`src/rtl/ascon_permutation_ctrl.sv`:
```
// Iterative Ascon-p[rnd] sequencer. It holds the 320-bit state and applies one
// round per clock through an external round datapath (constant addition ->
// substitution -> linear diffusion). Requests and results use valid/ready
// handshakes.
// Optional feature: define ASCON_PERM_ABORT_EN to add abort_i, which cancels a
// request that is running or waiting for its result to be taken.
module ascon_permutation_ctrl #(
  parameter int unsigned MAX_ROUNDS = 16
) (
  input  logic         clk,
  input  logic         rst_n,
`ifdef ASCON_PERM_ABORT_EN
  input  logic         abort_i,
`endif
  input  logic         in_valid_i,
  output logic         in_ready_o,
  input  logic [4:0]   num_rounds_i,
  input  logic [319:0] state_i,
  output logic [3:0]   rnd_o,
  output logic [319:0] round_state_o,
  input  logic [319:0] round_state_i,
  output logic         out_valid_o,
  input  logic         out_ready_i,
  output logic [319:0] state_o,
  output logic         busy_o
);

  localparam logic [1:0] IDLE = 2'd0;
  localparam logic [1:0] RUN  = 2'd1;
  localparam logic [1:0] DONE = 2'd2;

  localparam logic [4:0] MaxRounds = 5'(MAX_ROUNDS);

  logic [1:0]   fsm_q, fsm_d;
  logic [319:0] state_q, state_d;
  logic [3:0]   rnd_q, rnd_d;
  logic [4:0]   rounds_left_q, rounds_left_d;
  logic [4:0]   n_sat;
  logic         abort;

`ifdef ASCON_PERM_ABORT_EN
  assign abort = abort_i;
`else
  assign abort = 1'b0;
`endif

  // Oversized round requests saturate to the full LUT length.
  assign n_sat = (num_rounds_i > MaxRounds) ? MaxRounds : num_rounds_i;

  // Next-state logic: accept in IDLE, one round per cycle in RUN, hold in DONE.
  always_comb begin
    fsm_d         = fsm_q;
    state_d       = state_q;
    rnd_d         = rnd_q;
    rounds_left_d = rounds_left_q;
    case (fsm_q)
      IDLE: begin
        // abort is deliberately ignored here so a simultaneous request wins.
        if (in_valid_i) begin
          state_d = state_i;
          if (n_sat == 5'd0) begin
            fsm_d = DONE;
          end else begin
            // Final round always uses the last LUT entry, so start at MAX-n.
            rnd_d         = 4'(MaxRounds - n_sat);
            rounds_left_d = n_sat;
            fsm_d         = RUN;
          end
        end
      end
      RUN: begin
        if (abort) begin
          fsm_d         = IDLE;
          state_d       = '0;
          rnd_d         = '0;
          rounds_left_d = '0;
        end else begin
          state_d       = round_state_i;
          rnd_d         = rnd_q + 4'd1;
          rounds_left_d = rounds_left_q - 5'd1;
          if (rounds_left_q == 5'd1) begin
            fsm_d = DONE;
          end
        end
      end
      DONE: begin
        if (abort) begin
          fsm_d         = IDLE;
          state_d       = '0;
          rnd_d         = '0;
          rounds_left_d = '0;
        end else if (out_ready_i) begin
          fsm_d = IDLE;
        end
      end
      default: begin
        fsm_d = IDLE;
      end
    endcase
  end

  // State registers with asynchronous active-low reset.
  always_ff @(posedge clk or negedge rst_n) begin
    if (!rst_n) begin
      fsm_q         <= IDLE;
      state_q       <= '0;
      rnd_q         <= '0;
      rounds_left_q <= '0;
    end else begin
      fsm_q         <= fsm_d;
      state_q       <= state_d;
      rnd_q         <= rnd_d;
      rounds_left_q <= rounds_left_d;
    end
  end

  // Outputs come straight from registers; no input-to-output combinational path.
  always_comb begin
    in_ready_o    = (fsm_q == IDLE);
    busy_o        = (fsm_q == RUN);
    out_valid_o   = (fsm_q == DONE);
    rnd_o         = rnd_q;
    round_state_o = state_q;
    state_o       = state_q;
  end

endmodule
```
`config.mk`:
```
export PLATFORM = sky130hd
export DESIGN_NAME = ascon_permutation_ctrl
export DESIGN_NICKNAME = d
export VERILOG_FILES = /design/src/rtl/ascon_permutation_ctrl.sv
export SDC_FILE = /design/constraint.sdc
export NUM_CORES = 1
export LEC_CHECK = 0
export ABC_AREA = 1
export CAP_MARGIN = 20
export CORE_AREA = 2 2 505 507
export CTS_CLUSTER_SIZE = 25
export DETAILED_ROUTE_END_ITERATION = 10
export DIE_AREA = 0 0 507 509
export SETUP_SLACK_MARGIN = 0.02
export SLEW_MARGIN = 10
export SYNTH_ARGS = -nofsm -noshare
export SYNTH_HDL_FRONTEND = slang
export SYNTH_SLANG_ARGS = --single-unit
```
`constraint.sdc`:
```
create_clock -name clk -period 1.75 [get_ports clk]
set_input_delay 0.35 -clock clk [delete_from_list [all_inputs] [get_ports clk]]
set_output_delay 0.35 -clock clk [all_outputs]
set_load 0.02 [all_outputs]
```
==> summary.txt, run 1 <==
Detailed routing
  • Final antenna-violating net count: 0
  • Average wire per standard cell: 32.3 microns
  • Initial drt markers: between 1000 and 1500
  • Residual DRC: 0
  • First drt pass iteration count: 7
  • DR vias/cell: ~3.2
  • WL final: between 200000 and 250000 microns
  • Vias after detailed routing: ~22000

Yosys
  • Register area share after synthesis: ~45%
  • Synth Instances: around 2200
  • #FFs+latches synth: around 330
  • Post-synthesis cell type count: 22
  • Mapped Nets: around 2800
  • Synth warn: 0
  • Synthesized area: about 18000 sq um
  • Mean post-synth cell area: roughly 8.5 sq um

Clock network
  • CTS Sinks: about 330
  • CTS tree: done
  • Root Buffer Master: clkbuf_16
  • Worst-Skew Late Latency: 0.68 ns
  • Clock Tree Buf Depth: 3
  • Cts bufs inserted: 51
  • H-tree depth: 2
  • Clock-pin slew on the worst setup and hold paths: around 0.06 ns

GRT
  • Vias in the first global route: 21284
  • Grt total ovfl: 0
  • GRT Overall Usage: between 15 and 20%
  • Wire length of the first global-routing pass: 261000 microns
  • Largest net degree at the start of global routing: 66
  • Initial antenna violation count: 209

Run
  • Max Cap Viol: 0

Placement
  • Post-DP Area: 33500 sq um
  • Placed insts: 6499
  • Number of buffers added on ports: about 1300
  • GPL Wtd Cong: 0.921
  • DP HPWL: 190000 microns
  • Setup WS pre-CTS: -0.506 ns

Die
  • Core area: around 250000 sq um
  • Die ar.: ~260000 sq um
  • Starting density of the core: 7.26%
  • Rows: 185
  • Die height: approximately 500 microns
  • Die X: 507 microns
  • Top Ports: roughly 1300

Power
  • Pint: about 40 mW
  • Psw: between 40 and 50 mW
  • LEAKAGE: ~14 nW
  • PD cells: roughly 2400 nW/um^2
  • Seq pwr share: around a fifth
  • Comb power frac: approximately two thirds
  • Max IR drop VDD: between 1000 and 1500 uV
  • Sw frac: about 54%
  • Clock power share: 13.1%

Worst setup path
  • Worst path required time: between 1 and 1.5 ns
  • Crit Path Category: register to output port
  • Flop-to-flop setup slack: -0.12 ns
  • Worst-path fanout max: 3
  • CP max stage delay: about 0.4 ns
  • Slowest cell on crit path: dfrtp_1
  • Startpoint types: register
  • WP data arrival: ~1.6 ns
  • Worst setup EP type: output port
  • Crit-path cells: inv_2 > nand2_8 > inv_16 > buf_16 > buf_8

Timing
  • Slew margin rel.: ~65%
  • Ratio of final minimum period to clock period: 110%
  • Final Max Slew Viols: 0
  • Final setup viols: ~140
  • Final Hold Violating Endpoints: 0
  • RSZ-0062 raised after global routing: true
  • Worst setup margin: -0.182 ns
  • Fmax: between 500 and 600 MHz
  • Slew @ Worst Pin: between 0.5 and 0.6 ns
  • Setup tns final: -7.91 ns
  • Setup Skew: around 0.040 ns
  • Min cycle time layout: 1.93 ns

Outcome
  • Outcome: finished, violations left
  • Failing checks: setup timing

Min path
  • Worst Hold Class: primary input to async pin

Layout
  • Area grow syn2layout: 91.1%
  • Post-route cell area: 35100 sq um
  • Fin nets: roughly 4000
  • Layout cell share with drive strength beyond 1: 30.0%
  • Non-Filler Instances: 6688
[worst paths after layout]
kind / start / end / depth (start not counted)
min reg2reg: rounds_left_q[4]$_DFFE_PN0P_ / rounds_left_q[4]$_DFFE_PN0P_ / 2
max in group asynchronous: rst_n / round_state_o[67]$_DFFE_PN0P_ / 4
max reg2reg: fsm_q[0]$_DFFE_PN0P_ / round_state_o[227]$_DFFE_PN0P_ / 9
max: fsm_q[1]$_DFFE_PN0P_ / busy_o / 5
min: rst_n / round_state_o[261]$_DFFE_PN0P_ / 2
min in group clk: state_i[136] / round_state_o[136]$_DFFE_PN0P_ / 4
[flip-flops by register name (all words and copies together) (netlist names)]
| name | flops |
|---|---|
| round_state_o | 320 |
| rounds_left_q | 5 |
| rnd_o | 4 |
| fsm_q | 2 |
[synth_stat cells]
cell	instances	area (sq um)
o22ai_1	1	6.26
inv_1	11	41.3
or2_2	1	6.26
xnor2_1	2	17.5
nor2_1	10	37.5
ha_1	4	50.1
o211ai_1	1	7.51
nand2_2	2	12.5
buf_6	5	56.3
buf_2	103	515
dfrtp_1	331	8280
o21ai_0	10	50.1
a21oi_2	1	8.76
nand4_1	1	6.26
clkbuf_1	11	41.3
inv_2	4	15.0
o21a_1	320	2400
xor2_1	2	17.5
nand2_1	677	2540
a21oi_1	3	15.0
nand3_1	327	1640
buf_4	344	2580
[repair_timing]
item                                   4_1_cts  5_1_grt
gates resized for setup                   1896       43
endpoints found under the hold margin      193        0
hold buffers                                 1        0
cloned                                       6        6
pin swaps                                    2        1
buffers inserted                            26       10
setup endpoints to repair                  736      402
[layout by cell type (no fill, tap or decap), types with 5 or more instances in the layout]
master,n
nand2_1,677
clkdlybuf4s50_1,647
buf_4,331
nand3_1,322
o21a_1,320
buf_2,293
dfrtp_1,274
buf_6,95
buf_12,63
clkbuf_16,59
dfrtp_2,57
diode_2,47
buf_16,14
buf_8,13
clkbuf_8,12
inv_1,11
o21ai_0,10
clkbuf_1,9
clkinvlp_4,9
nor2_1,8
clkdlybuf4s15_2,7
nand3_2,5
clkinv_2,5
[layer usage]
layer / up-vias / track usage, % / wire length (microns)
li1: 9075 / - / -
met1: 10402 / 16.1 / 73200
met2: 1464 / 25.9 / 97100
met3: 458 / 11.6 / 36300
met4: 158 / 5.04 / 8580
met5: - / 0 / 1070
[worst max-delay path, delay by kind of cell (launching register included)]
kind          cells  cell delay (ns)
buf+inv           4             0.40
flops             1             0.39
simple gates      1             0.09
[layout make-up]
type,count,area (sq um)
Multi-Input combinational cell,1362,6880
Clock buffer,74,1530
Inverter,15,77.6
Clock inverter,19,200
Timing Repair Buffer,1474,13700
Fill cell,28921,218000
Tap cell,3366,4210
Antenna cell,47,118
Sequential cell,331,8350
[power by group through the flow]
stage               sequential [mW]  combinational [mW]  clock [mW]
floorplan                      19.3                23.6           0
global placement               16.6                56.6           0
detailed placement             16.8                56.8           0
CTS                            16.9                56.0        11.4
global route                   17.4                59.2        11.6
finish                         16.9                55.8        11.0
[stage by stage]
stage	util [%]	total power, mW	hold WS (ns)
2_1_floorplan	-	42.9	0.0544
3_3_place_gp	13.3	73.2	0.278
3_5_place_dp	13.3	73.6	0.276
4_1_cts	13.7	84.4	0.0931
5_1_grt	13.8	88.1	0.129
6_report	13.9	83.6	0.136
[kinds of logic (layout without fill, tap and decap cells)]
group / after synthesis / count (layout) / share of synthesized area, %
xor gates and xnor gates: 4 / 4 / 0.191
DFF: 331 / 331 / 45.1
adders and majority gates: 4 / 4 / 0.273
AOI/OAI and AO/OA: 336 / 336 / 13.6
and+or+nand+nor: 1018 / 1018 / 23.1
buffers and inverters: 478 / 1582 / 17.7
other: 0 / 47 / 0
Power figures use the tool's default switching activity.
==> run 2, diff against run 1 <==
Settings changed: CTS_CLUSTER_DIAMETER set to 100.
==> summary.txt, run 2 (synthesis results as in run 1) <==
Detailed routing
  • Vias after detailed routing: 21810 (was 21557)
  • Average wire per standard cell: 33.0 microns (was 32.3 microns)
  • Residual DRC: 0 (unchanged)
  • Initial drt markers: 1532 (was 1447)
  • DR vias/cell: 3.26 (was 3.22)
  • First drt pass iteration count: 5 (was 7)
  • WL final: 221000 microns (was 216000 microns)
  • Final antenna-violating net count: 0 (unchanged)

Clock network
  • CTS Sinks: 331 (unchanged)
  • Clock-pin slew on the worst setup and hold paths: 0.08 ns (was 0.06 ns)
  • Cts bufs inserted: 36 (was 51)
  • Root Buffer Master: clkbuf_16 (unchanged)
  • Clock Tree Buf Depth: 3 (unchanged)
  • Worst-Skew Late Latency: 0.65 ns (was 0.68 ns)
  • H-tree depth: 2 (unchanged)
  • CTS tree: done (unchanged)

Layout
  • Area grow syn2layout: 91.3% (was 91.1%)
  • FILL cells: 28907 (was 28921)
  • Most common cell after layout, fill and taps aside: nand2_1 (unchanged)
  • Most frequent cells in the layout: nand2_1, clkdlybuf4s50_1, buf_4 (unchanged)
  • Fin nets: 3901 (was 3888)
  • Layout cell share with drive strength beyond 1: 30.2% (was 30.0%)
  • Max reg flops: 320 (unchanged)

Timing
  • Final setup viols: 253 (was 143)
  • Final Max Slew Viols: 0 (unchanged)
  • Final Hold Violating Endpoints: 0 (unchanged)
  • RSZ-0062 raised after global routing: true (unchanged)
  • Setup tns final: -18.36 ns (was -7.91 ns)
  • Slew margin rel.: 56.8% (was 65.3%)
  • Fmax: 520 MHz (was 518 MHz)
  • Final hold slack: 0.170 ns (was 0.136 ns)
  • Ratio of final minimum period to clock period: 110% (about the same)
  • Min cycle time layout: 1.92 ns (was 1.93 ns)
  • Setup Skew: 0.0300 ns (was 0.0403 ns)
  • Worst setup margin: -0.175 ns (was -0.182 ns)
  • Slew @ Worst Pin: 0.647 ns (was 0.520 ns)

Die
  • Starting density of the core: 7.26% (unchanged)
  • Core area: 253000 sq um (unchanged)
  • Top Ports: 1296 (unchanged)
  • Die X: 507 microns (unchanged)
  • Die ar.: 258000 sq um (unchanged)
  • Rows: 185 (unchanged)
  • Die height: 509 microns (unchanged)

Worst setup path
  • Crit. path cell count: 6 (was 5)
  • Worst reg2reg path startpoint: fsm_q[0]$_DFFE_PN0P_ (unchanged)
  • Reg2Reg Depth: 6 (was 9)
  • Worst-path fanout max: 97 (was 3)
  • Crit Path Category: register to register (was register to output port)
  • Crit-path leading delay family: buffers and inverters (unchanged)
  • Startpoint types: register (unchanged)
  • Crit-path cells: nand2_8 > buf_4 > buf_16 > nand2_1 > nand3_1 > o21a_1 (was inv_2 > nand2_8 > inv_16 > buf_16 > buf_8)
  • Slowest cell on crit path: dfrtp_2 (was dfrtp_1)
  • Worst setup EP type: register (was output port)
  • CP bufs+invs: 2 (was 4)
  • Worst path required time: 2.33 ns (was 1.40 ns)
  • CP max stage delay: 0.46 ns (was 0.39 ns)
  • WP data arrival: 2.51 ns (was 1.58 ns)
  • Crit path launch: fsm_q[0]$_DFFE_PN0P_ (was fsm_q[1]$_DFFE_PN0P_)

Power
  • PD cells: 2370 nW/um^2 (was 2380 nW/um^2)
  • LEAKAGE: 14.5 nW (was 14.4 nW)
  • Max IR drop VDD: 1140 uV (was 1060 uV)
  • Overall power: 83.3 mW (was 83.6 mW)

GRT
  • Largest net degree at the start of global routing: 98 (was 66)
  • Grt total ovfl: 0 (unchanged)
  • Vias in the first global route: 21171 (was 21284)
  • Wire length of the first global-routing pass: 262000 microns (was 261000 microns)
  • Initial antenna violation count: 207 (was 209)
  • GRT Overall Usage: 16.0% (about the same)

Placement
  • Setup WS pre-CTS: -0.506 ns (unchanged)
  • GPL Wtd Cong: 0.921 (unchanged)
  • DP HPWL: 190000 microns (unchanged)
  • Number of buffers added on ports: 1295 (unchanged)

Outcome
  • Failing checks: setup timing (unchanged)
  • Outcome: finished, violations left (unchanged)

Run
  • Max Cap Viol: 0 (unchanged)

Min path
  • Worst Hold Class: primary input to async pin (unchanged)
[run 2: cell types whose count changed in the layout (fill, tap and decap cells not counted), moves of 9 or more]
cell and delta:
buf_4 +12, nand2_2 +12, buf_6 -39, dfrtp_1 +9, dfrtp_2 -9, clkdlybuf4s15_2 +12
nand2_1 -11, diode_2 +13, clkbuf_8 -12, clkbuf_1 -9, buf_2 +19
[run 2: worst register-to-register path: stages (launching register included)]
cell     delay, ns
dfrtp_2       0.46
nand2_8       0.13
buf_4         0.24
buf_16        0.33
nand2_1       0.45
nand3_1       0.14
o21a_1        0.12
[run 2: what timing repair did]
action                                  4_1_cts  5_1_grt
pin swaps                                     2        2
endpoints found under the hold margin       135        0
hold buffers                                  1        0
cloned                                        7       21
endpoints found under the setup margin      598      397
gates resized for setup                    1824       47
buffers inserted                             37       12
[run 2: per-stage QoR]
stage	std cells	util (%)	instance area, sq um
CTS	6607	13.5	34100
floorplan	2171	-	18400
global placement	6499	13.3	33500
finish	6699	13.9	35100
detailed placement	6499	13.3	33500
global route	6654	13.8	35000
[run 2: report_power, final]
part	switching [mW]	total [mW]	leakage, nW	internal, mW
sequential	4.89	16.7	3.73	11.9
combinational	36.3	57.7	10.1	21.4
clock	4.55	8.87	0.615	4.31
total	45.7	83.3	14.5	37.6
[run 2: cell type report]
cell class / count / area (sq um) / area share [%]
antenna: 60 / 150 / 0.428
clock buffer: 37 / 926 / 2.64
clock inverter: 26 / 355 / 1.01
inverter: 15 / 75.1 / 0.214
multi-input combinational: 1362 / 6910 / 19.7
sequential: 331 / 8340 / 23.8
tap: 3366 / 4210 / 12.0
timing repair buffer: 1502 / 14100 / 40.2
[run 2: final timing paths]
check | end | slack, ns
max in group asynchronous | round_state_o[111]$_DFFE_PN0P_ | 0.70
worst max-delay path | round_state_o[214]$_DFFE_PN0P_ | -0.17
min in group clk | round_state_o[22]$_DFFE_PN0P_ | 0.33
worst max register to register | round_state_o[214]$_DFFE_PN0P_ | -0.17
worst min register to register | rounds_left_q[4]$_DFFE_PN0P_ | 0.50
worst min-delay path | round_state_o[261]$_DFFE_PN0P_ | 0.17
[run 2: metal layers]
layer  part of all wire, %  wire length, microns  vias to the layer above  GRT usage, %
met5                  0.45                  1000                        -             0
met1                    34                 74600                    10650          15.9
met2                    45                100000                     1470          25.9
met3                    16                 36400                      445          11.8
li1                      -                     -                     9095             -
met4                   3.9                  8700                      150          5.35
==> run 3, diff against run 2 <==
Settings changed: CAP_MARGIN 20 to not set, CORE_AREA 2 2 505 507 to 3 3 506 508, CTS_BUF_LIST set to sky130_fd_sc_hd__clkbuf_16, DIE_AREA 0 0 507 509 to 0 0 509 511.
==> summary.txt, run 3 (synthesis results as in run 1) <==
Power
  • Overall power: 91.1 mW (was 83.3 mW)
  • Max IR drop VDD: 1040 uV (was 1140 uV)
  • LEAKAGE: 15.9 nW (was 14.5 nW)
  • PD cells: 2370 nW/um^2 (about the same)

Timing
  • Slew @ Worst Pin: 0.479 ns (was 0.647 ns)
  • Worst setup margin: -0.165 ns (was -0.175 ns)
  • Min cycle time layout: 1.92 ns (about the same)
  • Slew margin rel.: 68.1% (was 56.8%)
  • Fmax: 522 MHz (was 520 MHz)
  • Final Max Slew Viols: 0 (unchanged)
  • RSZ-0062 raised after global routing: true (unchanged)
  • Final Hold Violating Endpoints: 0 (unchanged)
  • Final setup viols: 39 (was 253)
  • Setup Skew: 0.0316 ns (was 0.0300 ns)
  • Ratio of final minimum period to clock period: 109% (was 110%)

Clock network
  • CTS Sinks: 331 (unchanged)
  • CTS tree: done (unchanged)
  • Cts bufs inserted: 37 (was 36)
  • Root Buffer Master: clkbuf_16 (unchanged)
  • H-tree depth: 2 (unchanged)
  • Worst-Skew Late Latency: 0.68 ns (was 0.65 ns)
  • Clock-pin slew on the worst setup and hold paths: 0.07 ns (was 0.08 ns)
  • Clock Tree Buf Depth: 3 (unchanged)

GRT
  • Wire length of the first global-routing pass: 269000 microns (was 262000 microns)
  • Vias in the first global route: 21203 (was 21171)
  • GRT Overall Usage: 16.4% (was 16.0%)
  • Grt total ovfl: 0 (unchanged)
  • Largest net degree at the start of global routing: 57 (was 98)
  • Initial antenna violation count: 227 (was 207)

Worst setup path
  • Worst path required time: 1.40 ns (was 2.33 ns)
  • Startpoint types: register (unchanged)
  • Reg-to-Reg End: round_state_o[36]$_DFFE_PN0P_ (was round_state_o[214]$_DFFE_PN0P_)
  • Worst setup EP type: output port (was register)
  • WP data arrival: 1.57 ns (was 2.51 ns)
  • Worst reg2reg path startpoint: fsm_q[1]$_DFFE_PN0P_ (was fsm_q[0]$_DFFE_PN0P_)
  • Reg2Reg Depth: 10 (was 6)
  • Worst-path fanout max: 3 (was 97)
  • Flop-to-flop setup slack: -0.04 ns (was -0.17 ns)
  • Crit Path Category: register to output port (was register to register)

Layout
  • Core Util, Final: 15.3% (was 13.9%)
  • FILL cells: 28297 (was 28907)
  • Layout cell share with drive strength beyond 1: 41.6% (was 30.2%)
  • Sequential standard cell area: 8400 sq um (was 8340 sq um)
  • Area grow syn2layout: 110% (was 91.3%)
  • Max reg flops: 320 (unchanged)
  • Area of the multi-input gates: 8770 sq um (was 6910 sq um)
  • Most frequent cells in the layout: clkdlybuf4s50_1, nand2_1, o21a_1 (was nand2_1, clkdlybuf4s50_1, buf_4)
  • Most common cell after layout, fill and taps aside: clkdlybuf4s50_1 (was nand2_1)
  • Fin nets: 3939 (was 3901)

Die
  • Die ar.: 260000 sq um (was 258000 sq um)
  • Starting density of the core: 7.29% (was 7.26%)
  • Top Ports: 1296 (unchanged)
  • Die X: 509 microns (was 507 microns)
  • Die height: 511 microns (was 509 microns)
  • Rows: 184 (was 185)
  • Core area: 252000 sq um (was 253000 sq um)

Detailed routing
  • Initial drt markers: 1565 (was 1532)
  • First drt pass iteration count: 6 (was 5)
  • WL final: 229000 microns (was 221000 microns)
  • Average wire per standard cell: 34.2 microns (was 33.0 microns)
  • Residual DRC: 0 (unchanged)
  • Vias after detailed routing: 21914 (was 21810)
  • Final antenna-violating net count: 0 (unchanged)
  • DR vias/cell: 3.27 (was 3.26)

Outcome
  • Failing checks: setup timing (unchanged)
  • Outcome: finished, violations left (unchanged)

Placement
  • DP HPWL: 198000 microns (was 190000 microns)
  • Number of buffers added on ports: 1295 (unchanged)
  • GPL Wtd Cong: 0.924 (was 0.921)
  • Setup WS pre-CTS: -0.644 ns (was -0.506 ns)

Run
  • Max Cap Viol: 0 (unchanged)

Min path
  • Worst Hold Class: primary input to async pin (unchanged)
## run 3: changes by cell type in the layout (fill, tap and decap cells not counted), moves of 46 or more
cell     before  now
buf_2       312  266
buf_4       343  277
buf_6        56  178
nand2_1     666  498
nand2_4       0  118
nand3_1     322  187
nand3_2       4  134
## run 3: repair_timing
action                      CTS  global route
hold buffers                  1             0
setup buffers                44            22
resized for setup          2025           502
cloned                        8            29
setup endpoints to repair   541           254
hold endpoints to repair    114             0
pin swaps                     6            43
## run 3: how the worst max path moves through the flow
stage / startpoint / to / slack [ns] / cells after the start
floorplan: num_rounds_i[2] / rnd_o[1]$_DFFE_PN0P_ / 0.28 / 10
global placement: in_valid_i / round_state_o[257]$_DFFE_PN0P_ / -0.63 / 7
detailed placement: in_valid_i / round_state_o[257]$_DFFE_PN0P_ / -0.64 / 7
CTS: fsm_q[0]$_DFFE_PN0P_ / in_ready_o / -0.28 / 3
global route: fsm_q[0]$_DFFE_PN0P_ / in_ready_o / -0.26 / 3
finish: fsm_q[0]$_DFFE_PN0P_ / in_ready_o / -0.17 / 3
## run 3: worst max-delay path: stages (launching register included)
cell and delay [ns]:
dfrtp_2 0.45, buf_6 0.14, nor2_4 0.18, buf_12 0.14
## run 3: layout make-up
class	count	share of cell area, %
repair buffers	1539	40.3
diodes	46	0.299
clock inverters	30	1.32
flip-flops and latches	331	21.8
clock buffers	37	2.41
inverters	15	0.208
multi-input cells	1362	22.8
well taps	3348	10.9
## run 3: through the flow
stage	cells	cell area, sq um	TNS [ns]	hold slack [ns]
after floorplan	2171	18400	0	0.0544
after global placement	6497	33900	-171.82	0.334
after detailed placement	6497	33900	-182.42	0.317
after CTS	6614	35500	-2.25	0.157
after global routing	6673	38400	-7.35	0.195
final	6708	38500	-1.03	0.219
## run 3: layer usage
metal | GRT usage [%] | vias to the layer above | wire (microns) | part of all wire [%]
li1 | - | 9147 | - | -
met1 | 16.1 | 10603 | 75500 | 33
met2 | 26.7 | 1483 | 104000 | 45
met3 | 12.7 | 503 | 39500 | 17
met4 | 4.49 | 178 | 9350 | 4.1
met5 | 0 | - | 1160 | 0.50
## run 3: report_power, final
group / total (mW) / switching, mW / internal [mW]
sequential: 17.2 / 5.22 / 12.0
combinational: 64.5 / 39.0 / 25.5
clock: 9.42 / 4.89 / 4.53
